===== config.mk =====
export PLATFORM = sky130hd
export DESIGN_NAME = div_sched
export DESIGN_NICKNAME = d
export VERILOG_FILES = /design/src/rtl/div_pkg.sv /design/src/rtl/div_seq_core.sv /design/src/rtl/div_sched.sv
export SDC_FILE = /design/constraint.sdc
export NUM_CORES = 1
export LEC_CHECK = 0
export ABC_AREA = 0
export CAP_MARGIN = 20
export CORE_ASPECT_RATIO = 1.4
export CORE_MARGIN = 10
export CORE_UTILIZATION = 46
export CTS_BUF_LIST = sky130_fd_sc_hd__clkbuf_8 sky130_fd_sc_hd__clkbuf_16
export DETAILED_ROUTE_END_ITERATION = 16
export MAX_ROUTING_LAYER = met4
export PLACE_DENSITY_LB_ADDON = 0.3
export SLEW_MARGIN = 20
export SYNTH_ARGS = -nofsm -noshare
export SYNTH_HDL_FRONTEND = slang
export SYNTH_SLANG_ARGS = --single-unit

===== constraint.sdc =====
create_clock -name clk -period 3.92 [get_ports clk]
set_clock_uncertainty 0.1 [all_clocks]
set_input_delay 1.176 -clock clk [delete_from_list [all_inputs] [get_ports clk]]
set_output_delay 1.176 -clock clk [all_outputs]
set_load 0.02 [all_outputs]

===== src/rtl/div_pkg.sv =====
// rtl/div_pkg.sv - shared state enum, default widths and round-robin grant helper for div_sched
package div_pkg;

    localparam int M_DEF    = 10;
    localparam int N_DEF    = 4;
    localparam int NREQ_DEF = 3;
    localparam int RR_MAX   = 16;
    localparam int RR_IW    = $clog2(RR_MAX);

    typedef enum logic [1:0] {
        IDLE,
        CALC,
        DONE
    } state_t;

    // One-hot grant to the first valid requester after ptr, wrapping at nreq.
    function automatic logic [RR_MAX-1:0] rr_grant(
        input logic [RR_MAX-1:0] valid,
        input int                nreq,
        input int                ptr
    );
        logic [RR_MAX-1:0] g;
        logic [RR_IW-1:0]  sel;
        int                idx;
        logic              found;
        g     = '0;
        found = 1'b0;
        for (int i = 1; i <= RR_MAX; i++) begin
            idx = ptr + i;
            if (idx >= nreq) begin
                idx = idx - nreq;
            end
            sel = RR_IW'(idx);
            if (i <= nreq && !found && valid[sel]) begin
                g[sel] = 1'b1;
                found  = 1'b1;
            end
        end
        return g;
    endfunction

endpackage


===== src/rtl/div_seq_core.sv =====
// rtl/div_seq_core.sv - iterative restoring divider, one quotient bit per clock, MSB first
module div_seq_core
    import div_pkg::*;
#(
    parameter int M = M_DEF,
    parameter int N = N_DEF
) (
    input  logic       clk,
    input  logic       rst,
    input  logic       start,
    input  logic [M:0] did,
    input  logic [N:0] div,
    output logic       done,
    output logic [M:0] quo,
    output logic [M:0] rem,
    output logic       error
);

    localparam int CW = $clog2(M + 1);

    logic [M:0]    did_r;
    logic [N:0]    div_r;
    logic [N:0]    pr;
    logic [M:0]    q;
    logic [CW-1:0] cnt;
    logic          run;
    logic          zero_r;

    logic [N+1:0]  shifted;
    logic [N+1:0]  pr_next;
    logic          ge;
    logic [M:0]    q_next;

    // pr < div before each shift, so the shifted value always fits N+2 bits.
    always_comb begin
        shifted = {pr, did_r[cnt]};
        ge      = shifted >= {1'b0, div_r};
        pr_next = ge ? shifted - {1'b0, div_r} : shifted;
        q_next  = {q[M-1:0], ge};
    end

    assign done = run && (cnt == '0);

    always_ff @(posedge clk or posedge rst) begin
        if (rst) begin
            did_r  <= '0;
            div_r  <= '0;
            pr     <= '0;
            q      <= '0;
            cnt    <= '0;
            run    <= 1'b0;
            zero_r <= 1'b0;
            quo    <= '0;
            rem    <= '0;
            error  <= 1'b0;
        end else if (start) begin
            did_r  <= did;
            div_r  <= div;
            pr     <= '0;
            q      <= '0;
            run    <= 1'b1;
            zero_r <= (div == '0);
            // a zero divisor spends a single cycle here and reports the error
            cnt    <= (div == '0) ? '0 : CW'(M);
        end else if (run) begin
            pr  <= pr_next[N:0];
            q   <= q_next;
            cnt <= cnt - 1'b1;
            if (cnt == '0) begin
                run   <= 1'b0;
                quo   <= zero_r ? '0 : q_next;
                rem   <= zero_r ? '0 : (M+1)'(pr_next);
                error <= zero_r;
            end
        end
    end

endmodule


===== src/rtl/div_sched.sv =====
// rtl/div_sched.sv - round-robin scheduler in front of one shared sequential divider
module div_sched
    import div_pkg::*;
#(
    parameter int NREQ = NREQ_DEF,
    parameter int M    = M_DEF,
    parameter int N    = N_DEF
) (
    input  logic                  clk,
    input  logic                  rst,
    input  logic [NREQ-1:0]       req_valid,
    output logic [NREQ-1:0]       req_ready,
    input  logic [NREQ*(M+1)-1:0] req_did,
    input  logic [NREQ*(N+1)-1:0] req_div,
    output logic [NREQ-1:0]       rsp_valid,
    output logic [M:0]            rsp_quo,
    output logic [M:0]            rsp_rem,
    output logic                  rsp_error,
    output logic                  busy
);

    localparam int PW = (NREQ > 1) ? $clog2(NREQ) : 1;

    state_t            state;
    state_t            state_n;
    logic [PW-1:0]     ptr;
    logic [NREQ-1:0]   owner;
    logic [RR_MAX-1:0] grant_all;
    logic [PW-1:0]     gidx;
    logic              accept;
    logic              core_done;
    logic [M:0]        did_sel;
    logic [N:0]        div_sel;

    always_comb begin
        grant_all = rr_grant(RR_MAX'(req_valid), NREQ, int'(ptr));
        gidx      = '0;
        for (int i = 0; i < RR_MAX; i++) begin
            if (grant_all[i]) begin
                gidx = PW'(i);
            end
        end
        req_ready = (state == IDLE && !rst) ? grant_all[NREQ-1:0] : '0;
        accept    = |req_ready;
    end

    assign did_sel = req_did[gidx*(M+1) +: (M+1)];
    assign div_sel = req_div[gidx*(N+1) +: (N+1)];

    always_ff @(posedge clk or posedge rst) begin
        if (rst) begin
            state <= IDLE;
            ptr   <= PW'(NREQ - 1);
            owner <= '0;
        end else begin
            state <= state_n;
            if (accept) begin
                ptr   <= gidx;
                owner <= req_ready;
            end
        end
    end

    always_comb begin
        state_n = state;
        case (state)
            IDLE:    if (accept) state_n = CALC;
            CALC:    if (core_done) state_n = DONE;
            DONE:    state_n = IDLE;
            default: state_n = IDLE;
        endcase
    end

    assign rsp_valid = (state == DONE) ? owner : '0;
    assign busy      = (state != IDLE);

    div_seq_core #(
        .M(M),
        .N(N)
    ) u_core (
        .clk  (clk),
        .rst  (rst),
        .start(accept),
        .did  (did_sel),
        .div  (div_sel),
        .done (core_done),
        .quo  (rsp_quo),
        .rem  (rsp_rem),
        .error(rsp_error)
    );

endmodule

==> summary.txt <==
Floorplanning
  • Core area: 8051 µm²
  • Die area: approximately 12,000 µm²
  • Chip height: 127.0 µm
  • I/O pins: 83
  • Site row count: 39
  • DIE WIDTH: 96.41 µm
  • Initial Util: 0.4670

Finish
  • Final Cell Area: 5318 µm²
  • Share of cells above drive strength 1: 0.2222
  • Antenna Cells: 0
  • Register area: about 1600 µm²
  • Fillers: 659
  • P&R area growth vs syn: 41.43%
  • Final net count: 575
  • Multi-input gate area: 2116 µm²

Synth
  • Syn avg cell area: 9.447 µm²
  • Top-count cell post-synth: dfrtp_1
  • Post-synthesis sequential area ratio: 0.4130
  • Synth top area cells: dfrtp_1 (41%), nand2_1 (5.2%), mux2i_1 (5.1%), nor2_1 (4.7%), ha_1 (4.3%)
  • Synth Area in Adders: 0.04859
  • Yosys reg bits: 62
  • Synth Flop Type: dfrtp_1
  • Post-synthesis mux area share: 0.1205
  • Cells after Synth: between 300 and 400
  • Cell taking the most area after synthesis: dfrtp_1
  • Main combinational cell family by area after synthesis: simple AND/OR/NAND/NOR gates
  • Post-Synth Simple-Gate Area: 0.1780
  • Synth top cells by count: dfrtp_1 (61), nand2_1 (52), nor2_1 (47)
  • Number of flops mapped to enable cells by yosys: 0
  • Synth Area in Compound Gates: 0.1691
  • Area fraction of the dominant cell type after synthesis: 0.4060
  • Syn. warnings: 0
  • Synthesized area: about 3800 µm²
  • Async SR Flop Fraction: 1.000
  • Synth cell types: between 50 and 60
  • Xor and xnor area share after synthesis: 0.01398

Critical path
  • Crit-path max cell delay: 320 ps
  • FF-to-FF setup slack: 290 ps
  • CP Launch Point: req_valid[1]
  • Startpoint Class: input pin
  • R2r worst-path depth: 15
  • Critical Path Stages: 8
  • CP Capture Point: req_ready[0]
  • CP Capture Type: primary output
  • Critical Path Most Common Cell: buf_6
  • Reg-to-Reg Start: u_core.cnt[0]
  • Reg2reg end: u_core.rem[3]
  • Crit Path Class: in -> out
  • CP bufs+invs: 3
  • Critical path arrival: 2600 ps
  • Critical Path RT: about 2600 ps
  • Maximum fanout along the worst path: 6
  • Slowest CP cell: o32ai_4
  • Cell family with most CP delay: buffers and inverters
  • CP Cell Sequence: dlygate4sd2_1 -> mux2i_1 -> nand2_2 -> and3_4 -> o32ai_4 -> buf_6 -> nor2_4 -> buf_6

Clock network
  • Worst-path clk slew: 50 ps
  • Clock buffer depth: 2
  • Root Buffer: clkbuf_16
  • Hold bufs inserted after CTS: 0
  • CTS tree: done
  • H-tree Lvls: 3
  • Total CTS buffers: 9
  • Worst-Skew Late Latency: 330 ps
  • TritonCTS Sinks: 62

Routing
  • # DRC: 0
  • DRT Wirelength: 9.894 mm
  • 1st-pass router iterations: 4
  • Wire per inst: between 15 and 20 µm
  • Met3 wire len: 405 µm
  • WL met1: 4.024 mm
  • Post-route ant nets: 0
  • Uppermost layer routed: met4
  • Met2 WL: 5.330 mm
  • Vias/cell: around 5.4
  • Initial DRC Count: 118
  • Via count: 3,292

STA
  • Max-slew violation total from the final report: 0
  • Final Setup Violations: 0
  • Final Critical Period: 3872 ps
  • RSZ-0062 raised after global routing: true
  • Worst Tran Pin Value: 689.9 ps
  • Fmax: 258.3 MHz
  • Final setup margin: slightly below 50 ps
  • Final hold vios: 0
  • Worst slew margin: 0.5394
  • Period utilisation layout: 0.9878

GRT
  • First-pass GRT wire length: 15.93 mm
  • Largest net degree at the start of global routing: 38
  • GR Overflow Total: 0
  • Total track usage: 0.1677
  • Vias in the first global route: about 3,300
  • Antenna violations before repair: 0

Job
  • MaxCap Viol Count: 0

Placed design
  • Post-DP Area: 4893 µm²
  • DPL Wire Length: 7.631 mm
  • Worst slack at placement: -958.5 ps
  • Number of port buffers: 77
  • Routability cong.: slightly below 0.8

Pwr
  • P_leak: approximately 2.5 nW
  • Power Density: 1068 nW/µm²
  • VDD IR max: ~0.00053 V

Outcome
  • Outcome: completed

Hold path
  • Hold Path Class: reg -> reg
  • Hold path cells: 1
-- state kept, by name, summed over array words and instances, names as in the netlist --
name           cells
u_core.cnt         4
u_core.q          10
u_core.pr          5
u_core.did_r      11
u_core.div_r       5
u_core.error       1
u_core.zero_r      1
u_core.rem         6
ptr                2
u_core.quo        11
u_core.run         1
owner              3
state              2
-- placed cells by master (no fill, tap or decap), types with 5 or more instances in the layout --
| cell | synthesis | final |
|---|---|---|
| nand2_1 | 52 | 51 |
| a21oi_1 | 6 | 6 |
| conb_1 | 1 | 5 |
| nor2b_1 | 15 | 14 |
| mux2_1 | 9 | 9 |
| mux2i_1 | 19 | 18 |
| nand3_1 | 6 | 6 |
| o21ai_1 | 19 | 19 |
| nor2_1 | 47 | 44 |
| a21o_1 | 6 | 6 |
| buf_4 | 5 | 46 |
| clkbuf_16 | 0 | 9 |
| mux2_4 | 7 | 7 |
| clkdlybuf4s50_1 | 0 | 71 |
| inv_1 | 18 | 18 |
| dfrtp_1 | 61 | 60 |
| ha_1 | 13 | 13 |
| a31o_2 | 11 | 11 |
-- per-stage QoR --
step                      hold slack (ps)    util  instances  total power [mW]  setup TNS (ps)
after floorplan                     341.4       -        402             3.470               0
after global placement              356.2  0.6078        597             4.551           -5857
after detailed placement            366.3  0.6078        597             4.650           -6790
after CTS                           377.2  0.6544        614             5.635               0
after global routing                395.4  0.6605        615             6.105         -0.9568
final                               372.2  0.6605        615             5.681               0
-- where the power goes --
part           switching [mW]  leakage, nW  internal, mW
registers               0.222        0.765         0.956
logic                    1.89         1.55          1.74
clock network           0.273        0.170         0.604
-- what timing repair did --
action | 4_1_cts | 5_1_grt
setup endpoints to repair | 3 | 7
gates resized for setup | 31 | 10
hold endpoints to repair | 0 | 0
setup buffers | 2 | 1
pin swaps | 9 | 3
-- cell families after synthesis --
| kind of cell | count (synthesis) |
|---|---|
| and+or+nand+nor | 146 |
| AOI/OAI and AO/OA | 85 |
| DFF | 62 |
| buffers and inverters | 46 |
| muxes | 38 |
| adders and majority gates | 14 |
| xor gates and xnor gates | 6 |
| other | 1 |
-- how the worst min path moves through the flow --
stage             startpoint  slack [ps]       endpoint
2_1_floorplan       owner[0]         340       owner[0]
3_3_place_gp        owner[0]         360       owner[0]
3_5_place_dp   u_core.rem[2]         370  u_core.rem[2]
4_1_cts        u_core.rem[2]         380  u_core.rem[2]
5_1_grt        u_core.rem[2]         400  u_core.rem[2]
6_report       u_core.rem[2]         370  u_core.rem[2]
-- layout make-up --
class                           count  area share
Clock buffer                       12     0.05012
Timing Repair Buffer              123      0.2101
Multi-Input combinational cell    294      0.3979
Sequential cell                    62      0.2922
Clock inverter                      4     0.01294
Tap cell                          102     0.02400
Inverter                           18     0.01271
-- layer usage --
metal | track usage | vias up
met1 | 0.1814 | 1604
met5 | - | -
li1 | - | 1598
met3 | 0.03810 | 11
met4 | 0.05403 | 0
met2 | 0.2930 | 79
No activity file was read; power rests on OpenSTA's default activity.
